File: config.mk
export PLATFORM = sky130hd
export DESIGN_NAME = spi_slave
export DESIGN_NICKNAME = d
export VERILOG_FILES = /design/src/rtl/spi_pkg.sv /design/src/rtl/spi_sync_edge.sv /design/src/rtl/spi_slave.sv
export SDC_FILE = /design/constraint.sdc
export NUM_CORES = 1
export LEC_CHECK = 0
export ABC_AREA = 1
export BUFFER_PORTS_ARGS = -buffer_cell sky130_fd_sc_hd__buf_2
export CAP_MARGIN = 25
export CORE_ASPECT_RATIO = 0.6
export CORE_MARGIN = 10
export CORE_UTILIZATION = 30
export DETAILED_ROUTE_END_ITERATION = 7
export HOLD_SLACK_MARGIN = 0.15
export PLACE_DENSITY = 0.48
export SYNTH_ARGS = -nofsm -noshare
export SYNTH_HDL_FRONTEND = slang
export SYNTH_HIERARCHICAL = 1
export SYNTH_SLANG_ARGS = --single-unit
File: constraint.sdc
create_clock -name clk -period 4.6 [get_ports clk]
set_clock_uncertainty 0.15 [all_clocks]
set_input_delay 0.46 -clock clk [delete_from_list [all_inputs] [get_ports clk]]
set_output_delay 0.46 -clock clk [all_outputs]
set_load 0.02 [all_outputs]
File: src/rtl/spi_pkg.sv
// Shared SPI constants and types for the mode-0 slave endpoint.
package spi_pkg;

    localparam int SPI_DATA_W  = 8;
    localparam int SYNC_STAGES = 2;

    // Mode 0: SCLK idles low, data sampled on rise, changed on fall.
    localparam logic SPI_CPOL = 1'b0;
    localparam logic SPI_CPHA = 1'b0;

    typedef enum logic [1:0] {
        IDLE      = 2'd0,
        SHIFT     = 2'd1,
        WAIT_IDLE = 2'd2
    } spi_state_t;

endpackage

File: src/rtl/spi_sync_edge.sv
// Multi-flop synchronizer for an asynchronous pin, with single-cycle edge strobes.
module spi_sync_edge
    import spi_pkg::*;
#(
    parameter logic RST_VAL = 1'b0
) (
    input  logic clk,
    input  logic reset,
    input  logic d,
    output logic level,
    output logic rise,
    output logic fall
);

    logic [SYNC_STAGES-1:0] sync_q;
    logic                   prev_q;

    always_ff @(posedge clk) begin
        if (reset) begin
            sync_q <= {SYNC_STAGES{RST_VAL}};
            prev_q <= RST_VAL;
        end else begin
            sync_q <= {sync_q[SYNC_STAGES-2:0], d};
            prev_q <= sync_q[SYNC_STAGES-1];
        end
    end

    assign level = sync_q[SYNC_STAGES-1];
    assign rise  = level & ~prev_q;
    assign fall  = ~level & prev_q;

endmodule

File: src/rtl/spi_slave.sv
// SPI mode-0 slave, fully oversampled in the clk domain, with a one-entry transmit buffer.
module spi_slave
    import spi_pkg::*;
#(
    parameter int DATA_W = SPI_DATA_W
) (
    input  logic              clk,
    input  logic              reset,
    input  logic              sclk,
    input  logic              cs_n,
    input  logic              mosi,
    output logic              miso,
    input  logic [DATA_W-1:0] tx_data,
    input  logic              tx_load,
    output logic              tx_ready,
    output logic [DATA_W-1:0] rx_data,
    output logic              rx_valid,
    output logic              busy,
    output logic              frame_err,
    output logic              tx_underrun
);

    localparam int CNT_W = $clog2(DATA_W);

    logic sclk_rise, sclk_fall, sclk_lvl;
    logic cs_lvl, cs_rise, cs_fall;
    logic mosi_lvl;

    spi_sync_edge #(.RST_VAL(1'b0)) u_sclk (.clk(clk), .reset(reset), .d(sclk),
        .level(sclk_lvl), .rise(sclk_rise), .fall(sclk_fall));
    spi_sync_edge #(.RST_VAL(1'b1)) u_cs (.clk(clk), .reset(reset), .d(cs_n),
        .level(cs_lvl), .rise(cs_rise), .fall(cs_fall));
    spi_sync_edge #(.RST_VAL(1'b0)) u_mosi (.clk(clk), .reset(reset), .d(mosi),
        .level(mosi_lvl), .rise(), .fall());

    spi_state_t        state, state_d;
    logic [CNT_W-1:0]  bit_cnt, bit_cnt_d;
    logic [DATA_W-1:0] rx_shift, rx_shift_d, tx_shift, tx_shift_d, rx_data_d, tx_buf;
    logic              reload_pending, reload_d, tx_full, load_pt;
    logic              rx_valid_d, frame_err_d, underrun_d;
    logic [SYNC_STAGES:0] settle_pipe;

    // The cs_n synchronizer reset value does not reflect the pin; wait for it to refill
    // so a reset-time cs_n low cannot look like a fresh falling edge.
    always_ff @(posedge clk) begin
        if (reset) settle_pipe <= '0;
        else       settle_pipe <= {settle_pipe[SYNC_STAGES-1:0], 1'b1};
    end

    always_ff @(posedge clk) begin
        if (reset) state <= WAIT_IDLE;
        else       state <= state_d;
    end

    always_comb begin
        state_d     = state;
        bit_cnt_d   = bit_cnt;
        rx_shift_d  = rx_shift;
        tx_shift_d  = tx_shift;
        reload_d    = reload_pending;
        rx_data_d   = rx_data;
        rx_valid_d  = 1'b0;
        frame_err_d = 1'b0;
        underrun_d  = 1'b0;
        load_pt     = 1'b0;
        case (state)
            WAIT_IDLE: if (settle_pipe[SYNC_STAGES] && cs_lvl) state_d = IDLE;
            IDLE: if (cs_fall) begin
                state_d   = SHIFT;
                load_pt   = 1'b1;
                bit_cnt_d = '0;
                reload_d  = 1'b0;
            end
            SHIFT: begin
                if (sclk_rise) begin
                    rx_shift_d = {rx_shift[DATA_W-2:0], mosi_lvl};
                    if (bit_cnt == CNT_W'(DATA_W-1)) begin
                        rx_data_d  = rx_shift_d;
                        rx_valid_d = 1'b1;
                        bit_cnt_d  = '0;
                        reload_d   = 1'b1;
                    end else begin
                        bit_cnt_d = bit_cnt + 1'b1;
                    end
                end else if (sclk_fall) begin
                    if (reload_pending) begin
                        load_pt  = 1'b1;
                        reload_d = 1'b0;
                    end else begin
                        tx_shift_d = {tx_shift[DATA_W-2:0], 1'b0};
                    end
                end
                // A word completing on this same cycle leaves bit_cnt_d at 0: no error.
                if (cs_rise) begin
                    state_d     = IDLE;
                    frame_err_d = (bit_cnt_d != '0);
                    bit_cnt_d   = '0;
                    reload_d    = 1'b0;
                end
            end
            default: state_d = WAIT_IDLE;
        endcase
        if (load_pt) begin
            tx_shift_d = tx_full ? tx_buf : '0;
            underrun_d = ~tx_full;
        end
    end

    always_ff @(posedge clk) begin
        if (reset) begin
            bit_cnt        <= '0;
            rx_shift       <= '0;
            tx_shift       <= '0;
            reload_pending <= 1'b0;
            rx_data        <= '0;
            rx_valid       <= 1'b0;
            frame_err      <= 1'b0;
            tx_underrun    <= 1'b0;
            tx_buf         <= '0;
            tx_full        <= 1'b0;
            miso           <= 1'b0;
        end else begin
            bit_cnt        <= bit_cnt_d;
            rx_shift       <= rx_shift_d;
            tx_shift       <= tx_shift_d;
            reload_pending <= reload_d;
            rx_data        <= rx_data_d;
            rx_valid       <= rx_valid_d;
            frame_err      <= frame_err_d;
            tx_underrun    <= underrun_d;
            miso           <= (state == SHIFT) ? tx_shift[DATA_W-1] : 1'b0;
            // A load point consumes only a full buffer; a same-cycle load into an
            // empty buffer is kept for the next word.
            if (load_pt && tx_full) tx_full <= 1'b0;
            if (tx_load && !tx_full) begin
                tx_full <= 1'b1;
                tx_buf  <= tx_data;
            end
        end
    end

    assign tx_ready = ~tx_full;
    assign busy     = (state == SHIFT);

endmodule

# ---- Word level (Yosys, flattened, before mapping)
# Cells that the tools add are included.
dict set report word_totals {
  elab_cells 94
  regBits 53
  output_inout_bits 14
}
dict set report classes {
  n_bitwise 13
  mux 31
  addsub 1
  reduce_logical 20
  n_eq_ne 10
}
# operator n
set op_table {}
lappend op_table {{$mux 8} 6}
lappend op_table {{$mux 3} 5}
lappend op_table {{$mux 1} 13}
lappend op_table {{$not 1->1} 9}
lappend op_table {{$reduce_and 4->1} 2}
lappend op_table {{$reduce_bool 2->1} 4}
lappend op_table {{$mux 2} 3}
lappend op_table {{$ne 2x1->1 const B} 3}
lappend op_table {{$pmux 2 s3} 1}
lappend op_table {{$pmux 3 s2} 1}
lappend op_table {{$reduce_and 3->1} 2}
lappend op_table {{$reduce_or 3->1} 2}
lappend op_table {{$and 1x1->1} 4}
lappend op_table {{$ne 2x2->1 const B} 2}
lappend op_table {{$ne 4x1->1 const B} 1}
lappend op_table {{$ne 4x2->1 const B} 1}
lappend op_table {{$pmux 1 s2} 2}
lappend op_table {{$reduce_and 2->1} 2}
lappend op_table {{$reduce_or 2->1} 2}
lappend op_table {{$add 3x1->3 const B} 1}
lappend op_table {{$eq 3x3->1 const B} 1}
lappend op_table {{$logic_and 1x1->1} 3}
lappend op_table {{$reduce_bool 3->1} 1}
lappend op_table {{$eq 2x1->1 const B} 1}
lappend op_table {{3 further kinds} 3}

# ---- Logic depth before layout (Yosys ltp)
# Gate-level depths: netlist of the first run.
dict set report logic_depth {
  depth_word 8
  ltp_mapped 10
  ltp_nobuf 10
}

# ---- Cells and area by module
# The synthesis of the first run kept the hierarchy.
# mod n_inst cells_per_inst area_each_um2 seq_area_each_um2
set modules_own_cells {}
lappend modules_own_cells {spi_slave 1 257 1914.3 900.9}
lappend modules_own_cells {{spi_sync_edge (u_mosi ...)} 2 12 93.8 60.1}
lappend modules_own_cells {{spi_sync_edge (u_cs)} 1 13 97.6 60.1}

# ---- Worst setup path before layout of the first run
# Ideal clock, no wire load.
dict set report synth_timing {
  kind {flip-flop to flip-flop}
  startpoint {register u_sclk.sync_q[1]}
  endpoint {register tx_shift[2]}
  arrival_ns 1.269
  setup_ns 0.112
  slack_ns 3.069
  stages_incl_launch_ff 9
  path_buffers 1
  cell_sequence {dfxtp_1 inv_1 nor2_1 nor2_2 nand2_4 buf_4 nand4_1 nand2_1 nor2_2}
}
# item line
set synth_rtl {}
lappend synth_rtl {{start, declared} spi_sync_edge.sv:15} ;# logic [SYNC_STAGES-1:0] sync_q;
lappend synth_rtl {{start signal, assigned} spi_sync_edge.sv:20} ;# sync_q <= {SYNC_STAGES{RST_VAL}};
lappend synth_rtl {{start signal, assigned} spi_sync_edge.sv:23} ;# sync_q <= {sync_q[SYNC_STAGES-2:0], d};
lappend synth_rtl {{$and 1x1->1 (*)} spi_sync_edge.sv:29} ;# assign rise = level & ~prev_q;
lappend synth_rtl {{via sclk_rise} spi_slave.sv:25} ;# logic sclk_rise, sclk_fall, sclk_lvl;
lappend synth_rtl {{$mux 1} spi_slave.sv:75} ;# if (sclk_rise) begin
lappend synth_rtl {{$pmux 1 s2} spi_slave.sv:66} ;# case (state)
lappend synth_rtl {{$ne 2x1->1 (no line) / $reduce_bool 2->1 (equally long branches)} n/a}
lappend synth_rtl {{$reduce_and 4->1 (no line)} n/a}
lappend synth_rtl {{end signal, assigned} spi_slave.sv:125} ;# tx_shift <= tx_shift_d;
lappend synth_rtl {{end, declared} spi_slave.sv:38} ;# logic [DATA_W-1:0] rx_shift, rx_shift_d, tx_shift, tx_shift_d, rx_data_d, tx_buf;
# The timed path passes the listed nets; every way through them passes the cells marked *.
# A chain may end at the register's enable or synchronous reset.

==> metrics.txt, run 1 <==
final setup margin 2644 ps; largest net degree at the start of global routing 29; post-route ant nets 0; Cells after Synth 288; Skew-Pair Late Insertion Delay about 290 ps; biggest cell delay along the critical path ~740 ps; diode count 0; CTS Root Cell clkbuf_16; number of global-route vias before repair around 1.7k; Comb pwr share 0.045; Initial Utilization 0.3168; CP cell instances buf_2, clkinv_1, o21ai_0, nor2_1; syn_area_per_cell 7.503 sq um; Setup violations, final 0; placed cell count 394; kind of cell adding the most delay to the critical path buffers and inverters; IO Port Bufs 27; DIE AREA 11110 sq um; CP startpoint reset; share of cells above drive strength 1 0.1752; DP Wirelength around 3500 um; gpl congestion 0.7561; min Tclk post-route 1956 ps; Mapped Nets 304; WHS 193.2 ps; max-capacitance violation count 0; Slew Viols, Final 0; Place WS approximately 2300 ps; Worst Setup Path Type input pin to flop; P_sw 0.2014 mW; CP Launch Type input pin; DR DRC count 0; DR WL/cell 12.20 um; DR pass1 iterations 4; I/O pin total 28; Post-Route Utilization 0.3665; final non-filler cell total roughly 400; Sink Count 53; fin crit share 0.4252; Seq pwr share 0.540; min-delay worst type input pin to flop; Worst-Margin Slew 743.0 ps; Switching Fraction 0.2276; Final Hold Vio Count 0; final WL 4894 um; clock-pin slew on the worst setup and hold paths about 70 ps; CP Max Fanout 28; Setup TNS 0 ps; internal power 0.6837 mW; multi-input logic area 913.4 sq um; initial antenna violation count 0; status finished, final reports clean; worst path required time 4630 ps; Post-CTS Setup Inserts 0; Post-CTS Resized 0; WP buf/inv 2; Area Overhead vs Synth 15.69%; hold_sp cs_n; GRT Resource Usage Total 0.09247; leakage 1.187 nW; Die Wd between 100 and 150 um; Hold-fix buffers, CTS 0; Worst Path Arrival approximately 2000 ps; FF+latch area 1061 sq um; Power Density 354.1 nW/um^2; RSZ-0062 raised after global routing no; relative slew slack 0.5016; total power 0.8851 mW; total global routing overflow 0; Initial DRC Count 112; via count 1734; DP Area 2359 sq um; Num CTS Buffers 5; synthesized area 2161 sq um; Nets 330; Clock Power Share 0.415; layout filler cell count 717; Core Rows 23; DR vias/cell between 4 and 5; critical path's slowest cell clkinv_1; YS warnings 6; first-pass GRT wire length 8376 um; design area 2500 sq um; reg-to-reg startpoint u_sclk/sync_q[1]$_SDFF_PP0_; die height 85.74 um; clock buffer depth 2; core area 6820 sq um; H-tree levels 2; CTS tree done; Setup crit end kind flop; Max Fclk ~510 MHz; Peak VDD IR 0.1685 mV
## cell usage in the layout (no fill, tap or decap)
cell type    n
nand3_1      8
a21oi_2      6
nand2_2      1
nand2_4      3
clkbuf_16    5
inv_4        2
o21ai_0     17
nand4_1      8
nor2_1      56
inv_1       31
nor2_8       1
clkinv_1     1
a21oi_1     20
nor2_2       3
dfxtp_1     53
ha_1         2
nor3_1       2
nand2_1     61
clkinv_4     1
inv_2        2
nand3_2      1
buf_2       27
clkinvlp_4   1
nor2_4       2
## state kept, by name, indices dropped and copies added (netlist names), 2 cells and up
name           flops
settle_pipe        3
u_sclk/sync_q      2
bit_cnt            3
state              2
tx_buf             8
u_cs/sync_q        2
u_mosi/sync_q      2
tx_shift           8
rx_data            8
rx_shift           7
## path summary, 6_finish.rpt
path / endpoint / slack [ps] / depth (start not counted)
setup / recovery: tx_buf[2]$_SDFFE_PP0P_ / 2640 / 4
hold / removal: u_cs/sync_q[0]$_SDFF_PP1_ / 190 / 3
setup reg to reg: tx_shift[1]$_SDFFE_PP0P_ / 2750 / 9
hold reg to reg: u_mosi/sync_q[1]$_SDFF_PP0_ / 250 / 2
## power groups by stage
stage          Combinational (mW)  Sequential, mW  Clock, mW
4_1_cts                    0.0403           0.478      0.382
6_report                   0.0400           0.478      0.367
3_5_place_dp               0.0402           0.489          0
3_3_place_gp               0.0399           0.488          0
2_1_floorplan              0.0293           0.485          0
5_1_grt                    0.0466           0.479      0.402
## cell type report
cell class,count,area share
Inverter,36,0.05606
Timing Repair Buffer,27,0.05405
Sequential cell,53,0.4244
Clock inverter,2,0.006507
Tap cell,87,0.04354
Multi-Input combinational cell,191,0.3654
Clock buffer,5,0.05005
## worst register-to-register path, cell delays in order, from the launching register on
cell and delay (ps):
dfxtp_1 330, inv_1 50, nor2_1 450, nor2_2 110
nand2_4 190, nand2_4 160, nand2_1 100, nand2_1 50
nor2_1 90, nor2_1 50
## routing by layer
layer / global-route usage / vias up / wire length [um] / part of all wire
met2: 0.1233 / 25 / 1884 / 0.38
met4: 0.02439 / 0 / 25 / 0.0051
met3: 0.03565 / 4 / 295 / 0.060
li1: - / 957 / - / -
met1: 0.1329 / 748 / 2688 / 0.55
met5: 0 / - / 0 / 0
Power figures use the tool's default switching activity.
==> run 2, diff against run 1 <==
Settings changed: ABC_AREA 1 to 0.
Clock period 4.6 ns to 1.95 ns, I/O delays scaled along.
==> run 2 against run 1 <==
Hold slack improved by 76 ps. First-iteration DRC count is 38% lower. Synthesized area fell by 3.1%. Largest power group unchanged.
==> metrics.txt, run 2 <==
Core Rows 23; top flop regs rx_data x8, tx_buf x8, tx_shift x8; DR pass1 iterations 4; clock buffer depth 2; via count roughly 1.6k; CP Max Fanout 11; Max Fclk 549.8 MHz; CP Launch Type flop; Area Overhead vs Synth 24.19%; I/O pin total 28; worst path required time about 1600 ps; RSZ-0062 raised after global routing no; Final Hold Vio Count 0; DR WL/cell 13.29 um; Slew Viols, Final 0; max-capacitance violation count 0; IO Port Bufs 27; min-delay worst type flop to flop; CTS tree done; synthesized area 2095 sq um; Die Wd around 130 um; DIE AREA 10830 sq um; first-pass GRT wire length 7928 um; Num CTS Buffers 5; DP Wirelength between 3000 and 4000 um; Nets 282; Peak VDD IR 0.3255 mV; Setup crit end kind output port; syn_area_per_cell roughly 9.3 sq um; Initial Utilization 0.3110; Setup TNS 0 ps; Initial DRC Count 70; diode count 0; Cells after Synth 225; GRT Resource Usage Total 0.08906; M2 GR Usage 0.1008; Skew-Pair Late Insertion Delay a little under 300 ps; Setup violations, final 0; final WL between 4000 and 5000 um; die height 84.73 um; min Tclk post-route about 1800 ps; H-tree levels 2; core area 6734 sq um; relative slew slack 0.6972; share of cells above drive strength 1 0.2135; Worst-Margin Slew 453.3 ps; Worst Path Arrival between 1000 and 1500 ps; CTS Root Cell clkbuf_16; initial antenna violation count 0; fin crit share 0.9327; commonest non-fill, non-tap cells in the layout 53 x dfxtp_1, 28 x nand2_1, 27 x a21oi_1, 27 x buf_2, 19 x nor2_1; gpl congestion ~0.73; number of global-route vias before repair 1519; status finished, final reports clean; Post-Route Utilization 0.3863; layout filler cell count 705; post-route ant nets 0; Power Density 810.4 nW/um^2; DR DRC count 0; gr busiest metal met1; leakage 1.063 nW; largest net degree at the start of global routing 20; total global routing overflow 0; DR vias/cell 4.562; met1 usage 0.1411; Sink Count 53; YS warnings 6; commonest non-fill, non-tap cell in the layout dfxtp_1; Worst Setup Path Type flop to output port; clock-pin slew on the worst setup and hold paths around 70 ps; Mapped Nets 241; global-route track usage on met3 0.02950
[run 2: path summary, 6_finish.rpt]
check	depth (start not counted)	to	start	slack, ps
max	2	busy	state[1]$_SDFFE_PP1P_	130
min	1	u_cs/sync_q[1]$_SDFF_PP1_	u_cs/sync_q[0]$_SDFF_PP1_	270
max reg2reg	5	reload_pending$_SDFFE_PP0P_	u_sclk/sync_q[1]$_SDFF_PP0_	280
min reg2reg	1	u_cs/sync_q[1]$_SDFF_PP1_	u_cs/sync_q[0]$_SDFF_PP1_	270
[run 2: final cells by class]
cell class | instances | area [sq um] | share of cell area
Sequential cell | 53 | 1061 | 0.4079
Multi-Input combinational cell | 152 | 930.9 | 0.3579
Timing Repair Buffer | 50 | 342.8 | 0.1318
Clock buffer | 5 | 125.1 | 0.04810
Tap cell | 87 | 108.9 | 0.04185
Clock inverter | 3 | 17.52 | 0.006734
Inverter | 4 | 15.01 | 0.005772
[run 2: through the flow]
stage,instance area (sq um),worst slack [ps],cells,power [mW],hold slack (ps)
final,2601,131.2,354,2.108,269.2
after global routing,2601,57.91,354,2.200,313.2
after detailed placement,2307,147.4,331,1.252,244.0
after floorplan,2095,432.1,225,1.214,116.6
after global placement,2307,198.8,331,1.252,232.2
after CTS,2590,115.8,353,2.127,271.5
[run 2: power breakdown]
| group | total (mW) | leakage (nW) | switching [mW] | internal (mW) |
|---|---|---|---|---|
| Sequential | 1.12 | 0.431 | 0.0169 | 1.11 |
| Combinational | 0.126 | 0.562 | 0.0587 | 0.0671 |
| Clock | 0.859 | 0.0696 | 0.388 | 0.471 |
| Total | 2.11 | 1.06 | 0.463 | 1.64 |
[run 2: layer usage]
metal,share of wire,wire length (um),vias to the layer above
li1,-,-,847
met1,0.59,2763,738
met2,0.36,1684,23
met3,0.039,185,7
met4,0.015,72,0
met5,0,0,-
[run 2: worst max-delay path, stage by stage (launching register included)]
cell and delay [ps]:
dfxtp_1 420, and2b_1 510, buf_2 250
[run 2: timing repair]
item                                    in CTS  in global routing
endpoints found under the setup margin       0                 10
gates resized for setup                      0                  2
buffers inserted                             0                  1
hold endpoints to repair                    18                  0
hold buffers                                14                  0
==> run 3, diff against run 2 <==
Clock period 1.95 ns to 2.08 ns, I/O delays scaled along.
==> run 3 against run 2 <==
Cell count fell by 0.85%. Wire length about the same. Global-route usage up 0.19 points. Combinational power is 7% lower. Utilization decreased by 0.17 points. Clock power down 1%. Count of clock-buffer cells in the layout increased by 1. Critical endpoint unchanged. Largest cell class unchanged.
==> metrics.txt, run 3 (synthesis gave the netlist of run 2 again) <==
R2R Path End rx_data[7]$_SDFFE_PP0P_; min-delay worst type flop to flop; Skew-Pair Late Insertion Delay 290 ps; Slew Viols, Final 0; top flop regs rx_data x8, tx_buf x8, tx_shift x8; DR WL/cell about 13 um; GRT Resource Usage Total 0.09100; die height 84.73 um; design area 2590 sq um; Die Wd around 130 um; Worst Setup Path Type flop to output port; initial antenna violation count 0; CTS Root Cell clkbuf_16; RSZ-0062 raised after global routing no; status finished, final reports clean; Post-Route Utilization 0.3846; CP Max Fanout 13; reg-to-reg startpoint u_sclk/sync_q[1]$_SDFF_PP0_; largest net degree at the start of global routing 41; WHS ~260 ps; r2r setup slk 310 ps; Power Density 778.8 nW/um^2; commonest non-fill, non-tap cells in the layout 53 x dfxtp_1, 28 x nand2_1, 27 x a21oi_1, 27 x buf_2, 19 x nor2_1; I/O pin total 28; Sink Count 53; Num CTS Buffers 5; Setup crit end kind output port; fin crit share 0.9208; DP Wirelength 3218 um; share of cells above drive strength 1 0.1894; placed cell count 327; post-route ant nets 0; first-pass GRT wire length 8169 um; DIE AREA 10830 sq um; Max Fclk 522.1 MHz; min Tclk post-route 1915 ps; commonest non-fill, non-tap cell in the layout dfxtp_1; Final Hold Vio Count 0; total global routing overflow 0; CP Launch Type flop; Core Rows 23; Post-CTS Resized 0; CTS tree done; Worst Path Arrival 1560 ps; DR DRC count 0; number of global-route vias before repair 1567; diode count 0; gpl congestion around 0.7; crit path capture busy; Initial Utilization 0.3110; DP Area 2277 sq um; via count 1604; Setup violations, final 0; clock-pin slew on the worst setup and hold paths 60 ps; DR pass1 iterations 4; Area Overhead vs Synth 23.66%; Peak VDD IR 0.3197 mV; leakage 1.054 nW; H-tree levels 2; CP startpoint state[0]$_SDFFE_PP0P_; IO Port Bufs 27; clock buffer depth 2; max-capacitance violation count 0; relative slew slack 0.6271; worst path required time ~1700 ps; Worst-Margin Slew 558.2 ps; Nets 279; DR vias/cell 4.570; Setup TNS 0 ps; core area roughly 6700 sq um; final non-filler cell total approximately 350; Initial DRC Count 93; final WL 4709 um; Reg2Reg Depth 5
==> run 3: changes by cell type in the layout (fill, tap and decap cells not counted) <==
cell / before / now
clkinvlp_4: 1 / 0
buf_4: 9 / 4
clkinv_2: 2 / 1
clkinv_4: 0 / 1
nor2b_2: 1 / 0
clkbuf_8: 0 / 1
and4b_2: 1 / 0
and4b_1: 0 / 1
nor2b_1: 12 / 13
dlygate4sd3_1: 14 / 16
==> run 3: critical path, stage by stage (launching register included) <==
cell and delay [ps]:
dfxtp_1 590, and2b_1 440, buf_2 240
==> run 3: final cells by class <==
| class | instances | area, sq um |
|---|---|---|
| multi-input cells | 152 | 927.1 |
| fillers | 703 | 4144 |
| inverters | 4 | 15.01 |
| clock inverters | 2 | 13.76 |
| flip-flops and latches | 53 | 1061 |
| repair buffers | 47 | 325.3 |
| well taps | 87 | 108.9 |
| clock buffers | 6 | 138.9 |
==> run 3: power by group <==
part	leakage (nW)	internal, mW	switching (mW)	total [mW]
Clock	0.0768	0.479	0.368	0.847
Sequential	0.431	1.04	0.0160	1.05
Combinational	0.546	0.0620	0.0546	0.117
Total	1.05	1.58	0.439	2.02
==> run 3: timing repair <==
item	4_1_cts	5_1_grt
hold endpoints to repair	19	0
setup buffers	0	0
hold buffers	16	0
==> run 3: worst min-delay path by stage <==
stage / endpoint / depth (start not counted) / startpoint
after floorplan: u_mosi/sync_q[0]$_SDFF_PP0_ / 1 / reset
after global placement: u_cs/sync_q[0]$_SDFF_PP1_ / 2 / cs_n
after detailed placement: u_cs/sync_q[0]$_SDFF_PP1_ / 2 / cs_n
after CTS: u_cs/sync_q[1]$_SDFF_PP1_ / 1 / u_cs/sync_q[0]$_SDFF_PP1_
after global routing: u_cs/sync_q[1]$_SDFF_PP1_ / 1 / u_cs/sync_q[0]$_SDFF_PP1_
final: u_cs/sync_q[1]$_SDFF_PP1_ / 1 / u_cs/sync_q[0]$_SDFF_PP1_
==> run 3: per-stage QoR <==
| step | worst slack (ps) | power [mW] |
|---|---|---|
| 2_1_floorplan | 562.1 | 1.138 |
| 3_3_place_gp | 377.7 | 1.170 |
| 3_5_place_dp | 281.0 | 1.171 |
| 4_1_cts | 141.8 | 2.052 |
| 5_1_grt | 29.62 | 2.111 |
| 6_report | 164.7 | 2.017 |
==> run 3: per-layer routing <==
| metal | global-route usage | up-vias | share of wire |
|---|---|---|---|
| met2 | 0.1082 | 25 | 0.35 |
| met1 | 0.1430 | 730 | 0.60 |
| met5 | 0 | - | 0 |
| met3 | 0.02950 | 5 | 0.042 |
| li1 | - | 844 | - |
| met4 | 0.02749 | 0 | 0.010 |
